`src/rtl/tlb_op_ctrl.sv`:
```
// Sequencer for the TLB maintenance instructions (TLBSRCH/TLBRD/TLBWR/TLBFILL/INVTLB).
// Owns the TLB write/read/invtlb ports and borrows search port 1 from load/store for one cycle.
module tlb_op_ctrl #(
  parameter int TLBNUM = 16,
  parameter int IDXW   = $clog2(TLBNUM),
  parameter int ENT_W  = 89
) (
  input  logic             clk,
  input  logic             reset,
  input  logic             req_valid,
  output logic             req_ready,
  input  logic [2:0]       req_op,
  input  logic [IDXW-1:0]  req_index,
  input  logic [4:0]       req_inv_op,
  input  logic [9:0]       req_asid,
  input  logic [18:0]      req_vppn,
  input  logic [ENT_W-1:0] req_entry,
  output logic             rsp_valid,
  output logic             rsp_err,
  output logic             rsp_found,
  output logic [IDXW-1:0]  rsp_index,
  output logic [ENT_W-1:0] rsp_entry,
  input  logic [18:0]      mem_s1_vppn,
  input  logic             mem_s1_va_bit12,
  input  logic [9:0]       mem_s1_asid,
  output logic             mem_s1_grant,
  output logic [18:0]      tlb_s1_vppn,
  output logic             tlb_s1_va_bit12,
  output logic [9:0]       tlb_s1_asid,
  input  logic             tlb_s1_found,
  input  logic [IDXW-1:0]  tlb_s1_index,
  output logic             tlb_we,
  output logic [IDXW-1:0]  tlb_w_index,
  output logic [ENT_W-1:0] tlb_w_entry,
  output logic [IDXW-1:0]  tlb_r_index,
  input  logic [ENT_W-1:0] tlb_r_entry,
  output logic             tlb_invtlb_valid,
  output logic [4:0]       tlb_invtlb_op
);

  typedef enum logic [1:0] {S_IDLE, S_EXEC, S_RESP} state_t;

  localparam logic [2:0] OP_SRCH = 3'd0;
  localparam logic [2:0] OP_RD   = 3'd1;
  localparam logic [2:0] OP_WR   = 3'd2;
  localparam logic [2:0] OP_FILL = 3'd3;
  localparam logic [2:0] OP_INV  = 3'd4;

  state_t           r_state;
  logic [2:0]       r_op;
  logic [IDXW-1:0]  r_index;
  logic [4:0]       r_inv_op;
  logic [9:0]       r_asid;
  logic [18:0]      r_vppn;
  logic [ENT_W-1:0] r_entry;
  logic [IDXW-1:0]  r_fill_ptr;
  logic             r_rsp_valid;
  logic             r_rsp_err;
  logic             r_rsp_found;
  logic [IDXW-1:0]  r_rsp_index;
  logic [ENT_W-1:0] r_rsp_entry;

  logic w_exec;
  logic w_s1_ctrl;

  // Response fields are rebuilt on every entry into RESP and held until the next one.
  always_ff @(posedge clk or posedge reset) begin
    if (reset) begin
      r_state     <= S_IDLE;
      r_op        <= '0;
      r_index     <= '0;
      r_inv_op    <= '0;
      r_asid      <= '0;
      r_vppn      <= '0;
      r_entry     <= '0;
      r_fill_ptr  <= '0;
      r_rsp_valid <= 1'b0;
      r_rsp_err   <= 1'b0;
      r_rsp_found <= 1'b0;
      r_rsp_index <= '0;
      r_rsp_entry <= '0;
    end else begin
      case (r_state)
        S_IDLE: begin
          r_rsp_valid <= 1'b0;
          if (req_valid) begin
            r_op     <= req_op;
            r_index  <= req_index;
            r_inv_op <= req_inv_op;
            r_asid   <= req_asid;
            r_vppn   <= req_vppn;
            r_entry  <= req_entry;
            if (req_op > OP_INV) begin
              r_state     <= S_RESP;
              r_rsp_valid <= 1'b1;
              r_rsp_err   <= 1'b1;
              r_rsp_found <= 1'b0;
              r_rsp_index <= '0;
              r_rsp_entry <= '0;
            end else begin
              r_state <= S_EXEC;
            end
          end
        end
        S_EXEC: begin
          r_state     <= S_RESP;
          r_rsp_valid <= 1'b1;
          r_rsp_err   <= 1'b0;
          r_rsp_found <= 1'b0;
          r_rsp_index <= '0;
          r_rsp_entry <= '0;
          case (r_op)
            OP_SRCH: begin
              r_rsp_found <= tlb_s1_found;
              r_rsp_index <= tlb_s1_found ? tlb_s1_index : '0;
            end
            OP_RD:   r_rsp_entry <= tlb_r_entry;
            OP_WR:   r_rsp_index <= r_index;
            OP_FILL: begin
              r_rsp_index <= r_fill_ptr;
              r_fill_ptr  <= r_fill_ptr + IDXW'(1);
            end
            OP_INV:  r_rsp_err <= (r_inv_op > 5'd6);
            default: r_rsp_err <= 1'b1;
          endcase
        end
        S_RESP: begin
          r_state     <= S_IDLE;
          r_rsp_valid <= 1'b0;
        end
        default: begin
          r_state     <= S_IDLE;
          r_rsp_valid <= 1'b0;
        end
      endcase
    end
  end

  // Port 1 is borrowed only for the single EXEC cycle of SRCH/INV; otherwise load/store owns it.
  assign w_exec    = (r_state == S_EXEC);
  assign w_s1_ctrl = w_exec && ((r_op == OP_SRCH) || (r_op == OP_INV));

  assign req_ready        = (r_state == S_IDLE);
  assign rsp_valid        = r_rsp_valid;
  assign rsp_err          = r_rsp_err;
  assign rsp_found        = r_rsp_found;
  assign rsp_index        = r_rsp_index;
  assign rsp_entry        = r_rsp_entry;

  assign mem_s1_grant     = !w_s1_ctrl;
  assign tlb_s1_vppn      = w_s1_ctrl ? r_vppn : mem_s1_vppn;
  assign tlb_s1_va_bit12  = w_s1_ctrl ? 1'b0   : mem_s1_va_bit12;
  assign tlb_s1_asid      = w_s1_ctrl ? r_asid : mem_s1_asid;

  assign tlb_we           = w_exec && ((r_op == OP_WR) || (r_op == OP_FILL));
  assign tlb_w_index      = (r_op == OP_FILL) ? r_fill_ptr : r_index;
  assign tlb_w_entry      = r_entry;
  assign tlb_r_index      = r_index;
  assign tlb_invtlb_valid = w_exec && (r_op == OP_INV);
  assign tlb_invtlb_op    = r_inv_op;

endmodule
```
`config.mk`:
```
export PLATFORM = sky130hd
export DESIGN_NAME = tlb_op_ctrl
export DESIGN_NICKNAME = d
export VERILOG_FILES = /design/src/rtl/tlb_op_ctrl.sv
export SDC_FILE = /design/constraint.sdc
export NUM_CORES = 1
export LEC_CHECK = 0
export BUFFER_PORTS_ARGS = -buffer_cell sky130_fd_sc_hd__buf_2
export CAP_MARGIN = 5
export CORE_AREA = 3 3 188 190
export CTS_CLUSTER_DIAMETER = 150
export CTS_CLUSTER_SIZE = 40
export DETAILED_ROUTE_END_ITERATION = 6
export DIE_AREA = 0 0 191 193
export GPL_ROUTABILITY_DRIVEN = 0
export GPL_TIMING_DRIVEN = 0
export HOLD_SLACK_MARGIN = 0.06
export PLACE_DENSITY = 0.62
export SYNTH_ARGS = -nofsm -noshare
export SYNTH_HDL_FRONTEND = slang
export SYNTH_SLANG_ARGS = --single-unit
```
`constraint.sdc`:
```
create_clock -name clk -period 9.81 [get_ports clk]
set_input_delay 2.4525 -clock clk [delete_from_list [all_inputs] [get_ports clk]]
set_output_delay 2.4525 -clock clk [all_outputs]
set_load 0.03 [all_outputs]
```
# [Word level (Yosys, flattened, before mapping)]
# Index checks and enable logic that the tools add are counted.
[totals] wordCells=63 reg_bits=232
[op_classes] reduce_logical=13 n_lt_le_gt_ge=2 add_sub_neg=1 n_mux=27 eq_ne=7
[op_table] cell="89-bit 2-to-1 mux" n=3
[op_table] cell="89-bit case mux with 2 select lines" n=1
[op_table] cell="19-bit 2-to-1 mux" n=1
[op_table] cell="4-bit 2-to-1 mux" n=4
[op_table] cell="4-bit case mux with 3 select lines" n=1
[op_table] cell="10-bit 2-to-1 mux" n=1
[op_table] cell="1-bit 2-to-1 mux" n=8
[op_table] cell="1-bit case mux with 2 select lines" n=4
[op_table] cell="4-bit case mux with 2 select lines" n=1
[op_table] cell="3-bit by 2-bit equality test with 1-bit output, second input constant" n=2
[op_table] cell="5-bit by 3-bit greater-than comparator with 1-bit output, second input constant" n=1
[op_table] cell="4-bit by 1-bit adder with 4-bit output, second input constant" n=1
[op_table] cell="2-bit 2-to-1 mux" n=2
[op_table] cell="2-bit case mux with 2 select lines" n=1
[op_table] cell="2-bit AND reduction" n=2
[op_table] cell="4-bit OR reduction" n=1
[op_table] cell="3-bit by 1-bit equality test with 1-bit output, second input constant" n=1
[op_table] cell="3-bit equality test, second input constant" n=1
[op_table] cell="3-bit greater-than comparator, second input constant" n=1
[op_table] cell="1-bit logical AND" n=3
[op_table] cell="3-bit logical NOT" n=1
[op_table] cell="3-bit AND reduction" n=1
[op_table] cell="2-bit by 1-bit equality test with 1-bit output, second input constant" n=1
[op_table] cell="2-bit logical NOT" n=1
[op_table] cell="other kinds (5)" n=6

# [Logic depth before layout (Yosys ltp)]
[logic_depth] ltp_word=4 ltp_mapped=6 mapped_depth_nobuf=4

# [Worst setup path after synthesis]
# OpenSTA, ideal clock, no wires.
[synth_timing] kind="input -> output" start="input port mem_s1_va_bit12" end="output port tlb_s1_va_bit12" required_time_ns=7.358 cell_stages=1 arrival_time_ns=2.908 setup_slack_ns=4.450 cell_sequence="nor2b_1"
[synth_via] elab_chain_cells=1
[synth_rtl] element="from (decl)" line_no="24" text="input logic mem_s1_va_bit12,"
[synth_rtl] element="1-bit 2-to-1 mux" line_no="152" text="assign tlb_s1_va_bit12 = w_s1_ctrl ? 1'b0 : mem_s1_va_bit12;"
[synth_rtl] element="to (decl)" line_no="28" text="output logic tlb_s1_va_bit12,"
# Every way passes these cells.

# [Final worst setup path]
[layout_timing] start="input port mem_s1_vppn[14]" end="output port tlb_s1_vppn[14]"
[layout_via] elab_chain_cells=1
[layout_rtl] element="from (decl)" line_no="23" text="input logic [18:0] mem_s1_vppn,"
[layout_rtl] element="19-bit 2-to-1 mux" line_no="151" text="assign tlb_s1_vppn = w_s1_ctrl ? r_vppn : mem_s1_vppn;"
[layout_rtl] element="to (decl)" line_no="27" text="output logic [18:0] tlb_s1_vppn,"
# Every way passes these cells.

==> results.sh <==
export IMPL_status="finished, final reports clean"
export IMPL_cts_root_buf="clkbuf_16"
export IMPL_syn_cell_area_mm2=0.00940
export IMPL_async_flop_share_pct=100
export IMPL_arrival_ns=3.00
export IMPL_hold_start="r_fill_ptr[3]"
export IMPL_yosysSeqAreaShare_pct=61.7
export IMPL_layout_commonest_cell="buf_2"
export IMPL_powerDensity_mw_per_mm2=207
export IMPL_pre_cts_slack_ns=4.34
export IMPL_start_util_pct=28.0
export IMPL_p_clk_share_pct=17.5
export IMPL_ant_nets=0
export IMPL_fin_ws_ns=4.36
export IMPL_overflow=0
export IMPL_ios=489
export IMPL_switchingPower_uw=956
export IMPL_cts_path_max_buffers=3
export IMPL_num_fill_cells=3284
export IMPL_total_power_uw=2620
export IMPL_yosys_warnings=0
export IMPL_cpMostUsedCell="buf_2"
export IMPL_fin_crit_sh_pct=55.6
export IMPL_io_buffers=488
export IMPL_h_tree_depth=1
export IMPL_grt_usage_pct=14.4
export IMPL_coreArea_mm2=0.0336
export IMPL_syn_nets=837
export IMPL_skew_ns=0.0122
export IMPL_post_cts_setup_buffer_count=0
export IMPL_clock_latency_ns=0.49
export IMPL_worstHoldPathType="reg2reg"
export IMPL_die_x_um=191
export IMPL_crit_path_end_kind="output port"
export IMPL_worstMarginPinSlew_ns=0.825
export IMPL_multi_input_area_mm2=0.00330
export IMPL_crit_fanout=1
export IMPL_path_buf_inv=2
export IMPL_ys_types=38
export IMPL_grt_pass1_vias=7210
export IMPL_avgSynthCellArea_um2=16.2
export IMPL_synthCells=579
export IMPL_relSlewSlack_pct=45.0
export IMPL_cts_hold_buf=0
export IMPL_path_cells="buf_2 > mux2_2 > buf_2"
export IMPL_power_share_sequential_pct=46.8
export IMPL_hpwl_um=22300
export IMPL_final_hold_violation_count=0
export IMPL_cts_tree="built"
export IMPL_crit_path_top_delay_cell="mux2_2"
export IMPL_grt_first_pass_wirelength_um=42300
export IMPL_min_period_ns=5.45
export IMPL_ctsResizeCount=0
export IMPL_critPathLaunchType="primary input"
export IMPL_layout_drive_gt1_share_pct=64.7
export IMPL_detail_route_wl_per_cell_um=18.8
export IMPL_cts_buffers=9
export IMPL_max_cap_viol_count=0
export IMPL_crit_start="mem_s1_vppn[14]"
export IMPL_synth_edf_count=0
export IMPL_layout_area_seq_mm2=0.00581
export IMPL_viasPerCell=4.46
export IMPL_regToRegStartpoint="r_op[1]"
export IMPL_drt_iter0_markers=238
export IMPL_cp_top_family="buffers and inverters"
export IMPL_ir_drop_uv=164
export IMPL_rsz0062_at_grt="false"
export IMPL_switching_share_pct=36.4
export IMPL_drt_wl_total_um=28700
export IMPL_setup_viol=0
export IMPL_most_common_layout_cells="buf_2 (505), dfrtp_1 (232), a22o_1 (89), mux2_4 (89), mux2_2 (72)"
export IMPL_cpPeakStageDelay_ns=0.27
export IMPL_fp_dieH_um=193
export IMPL_via_count=6820
export IMPL_required_ns=7.36
export IMPL_path_clk_slew_ns=0.14
export IMPL_crit_type="in2out"
export IMPL_syn_to_final_growth_pct=34.9
export IMPL_std_cell_rows=67
export IMPL_final_nets=1337
export IMPL_synth_flop_cell="dfrtp_1"
export IMPL_cts_sinks=232
export IMPL_detailedRoute_firstPassIterationCount=4
export IMPL_slew_viol_final=0
export IMPL_p_int_uw=1670
export IMPL_die_area_mm2=0.0369
export IMPL_combPwrFrac_pct=35.7
export IMPL_synth_seq_cells=232
export IMPL_grt_max_degree=122
export IMPL_leakage_uw=0.00671
export IMPL_clock_fmax_mhz=183
export IMPL_antenna_found_initial=2
export IMPL_drcViolationCount=0
[logic make-up (layout without fill, tap and decap cells)]
logic type | count (synthesis) | count (layout) | synth area share, %
AO/OA/AOI/OAI | 105 | 105 | 9.69
XOR/XNOR | 3 | 3 | 0.279
adder cells (fa/ha/maj) | 1 | 1 | 0.133
buffers and inverters | 47 | 546 | 3.14
flip-flops | 232 | 232 | 61.7
multiplexers | 163 | 163 | 23.1
other | 0 | 3 | 0
AND/OR/NAND/NOR | 28 | 28 | 1.94
[worst paths after layout]
| check | endpoint | slack, ns | cells past startpoint |
|---|---|---|---|
| worst max-delay path | tlb_s1_vppn[14] | 4.36 | 3 |
| worst min-delay path | r_fill_ptr[3] | 0.50 | 1 |
| worst max register to register | rsp_entry[34] | 7.92 | 6 |
| worst min register to register | r_fill_ptr[3] | 0.50 | 1 |
| max in group asynchronous | tlb_r_index[3] | 6.66 | 3 |
| min in group asynchronous | tlb_w_entry[3] | 2.08 | 2 |
[Yosys cell counts, types with 3 or more instances]
cell type	instances	area (µm²)
nand2_1	4	15.0
inv_1	5	18.8
and2_1	3	18.8
buf_4	6	45.0
mux2_4	89	1340
dfrtp_1	232	5810
nor2b_1	3	18.8
clkbuf_1	8	30.0
buf_2	17	85.1
o2bb2ai_1	3	26.3
buf_6	10	113
mux2_2	72	811
a22o_1	89	780
[area by class of cell]
type | count | share of cell area [%]
antenna | 3 | 0.0592
clock buffer | 9 | 1.78
clock inverter | 1 | 0.0691
buffer | 41 | 2.15
inverter | 6 | 0.237
sequential | 232 | 45.8
timing repair buffer | 489 | 19.5
multi-input combinational | 300 | 26.0
tap | 448 | 4.42
[state kept, by name, indices dropped and copies added (netlist names)]
signal         flops
rsp_index          4
r_state            2
rsp_entry         89
rsp_valid          1
r_asid            10
rsp_err            1
tlb_r_index        4
tlb_invtlb_op      5
r_op               3
r_vppn            19
rsp_found          1
tlb_w_entry       89
r_fill_ptr         4
[metal layers]
layer  track usage (%)  vias to the layer above  share of wire [%]
met5                 0                        -                  0
met4              4.23                        0                3.1
met3              3.18                       41                7.0
met2              25.4                      287                 50
met1              17.7                     3369                 40
li1                  -                     3123                  -
[per-stage QoR]
stage / TNS, ns / utilization, % / instances / instance area, µm² / hold slack (ns)
after global placement: -368.34 / 36.9 / 1515 / 12400 / 0.458
after detailed placement: 0 / 37.0 / 1516 / 12400 / 0.476
final: 0 / 37.7 / 1529 / 12700 / 0.503
after global routing: 0 / 37.7 / 1528 / 12700 / 0.505
after CTS: 0 / 37.7 / 1526 / 12700 / 0.498
after floorplan: 0 / - / 579 / 9400 / 0.439
[worst reg2reg max path: stages, from the launching register on]
cell and delay [ns]:
dfrtp_1 0.38, clkbuf_1 0.21, nand2b_1 0.25, nor3_4 0.39
buf_4 0.27, buf_4 0.20, a22o_1 0.15
[power by group through the flow]
stage	clock network (µW)	registers [µW]	logic, µW
floorplan	0	1500	374
global placement	0	1240	936
detailed placement	0	1250	944
CTS	482	1230	947
global route	512	1250	988
finish	459	1230	936
No activity file was read; power rests on OpenSTA's default activity.
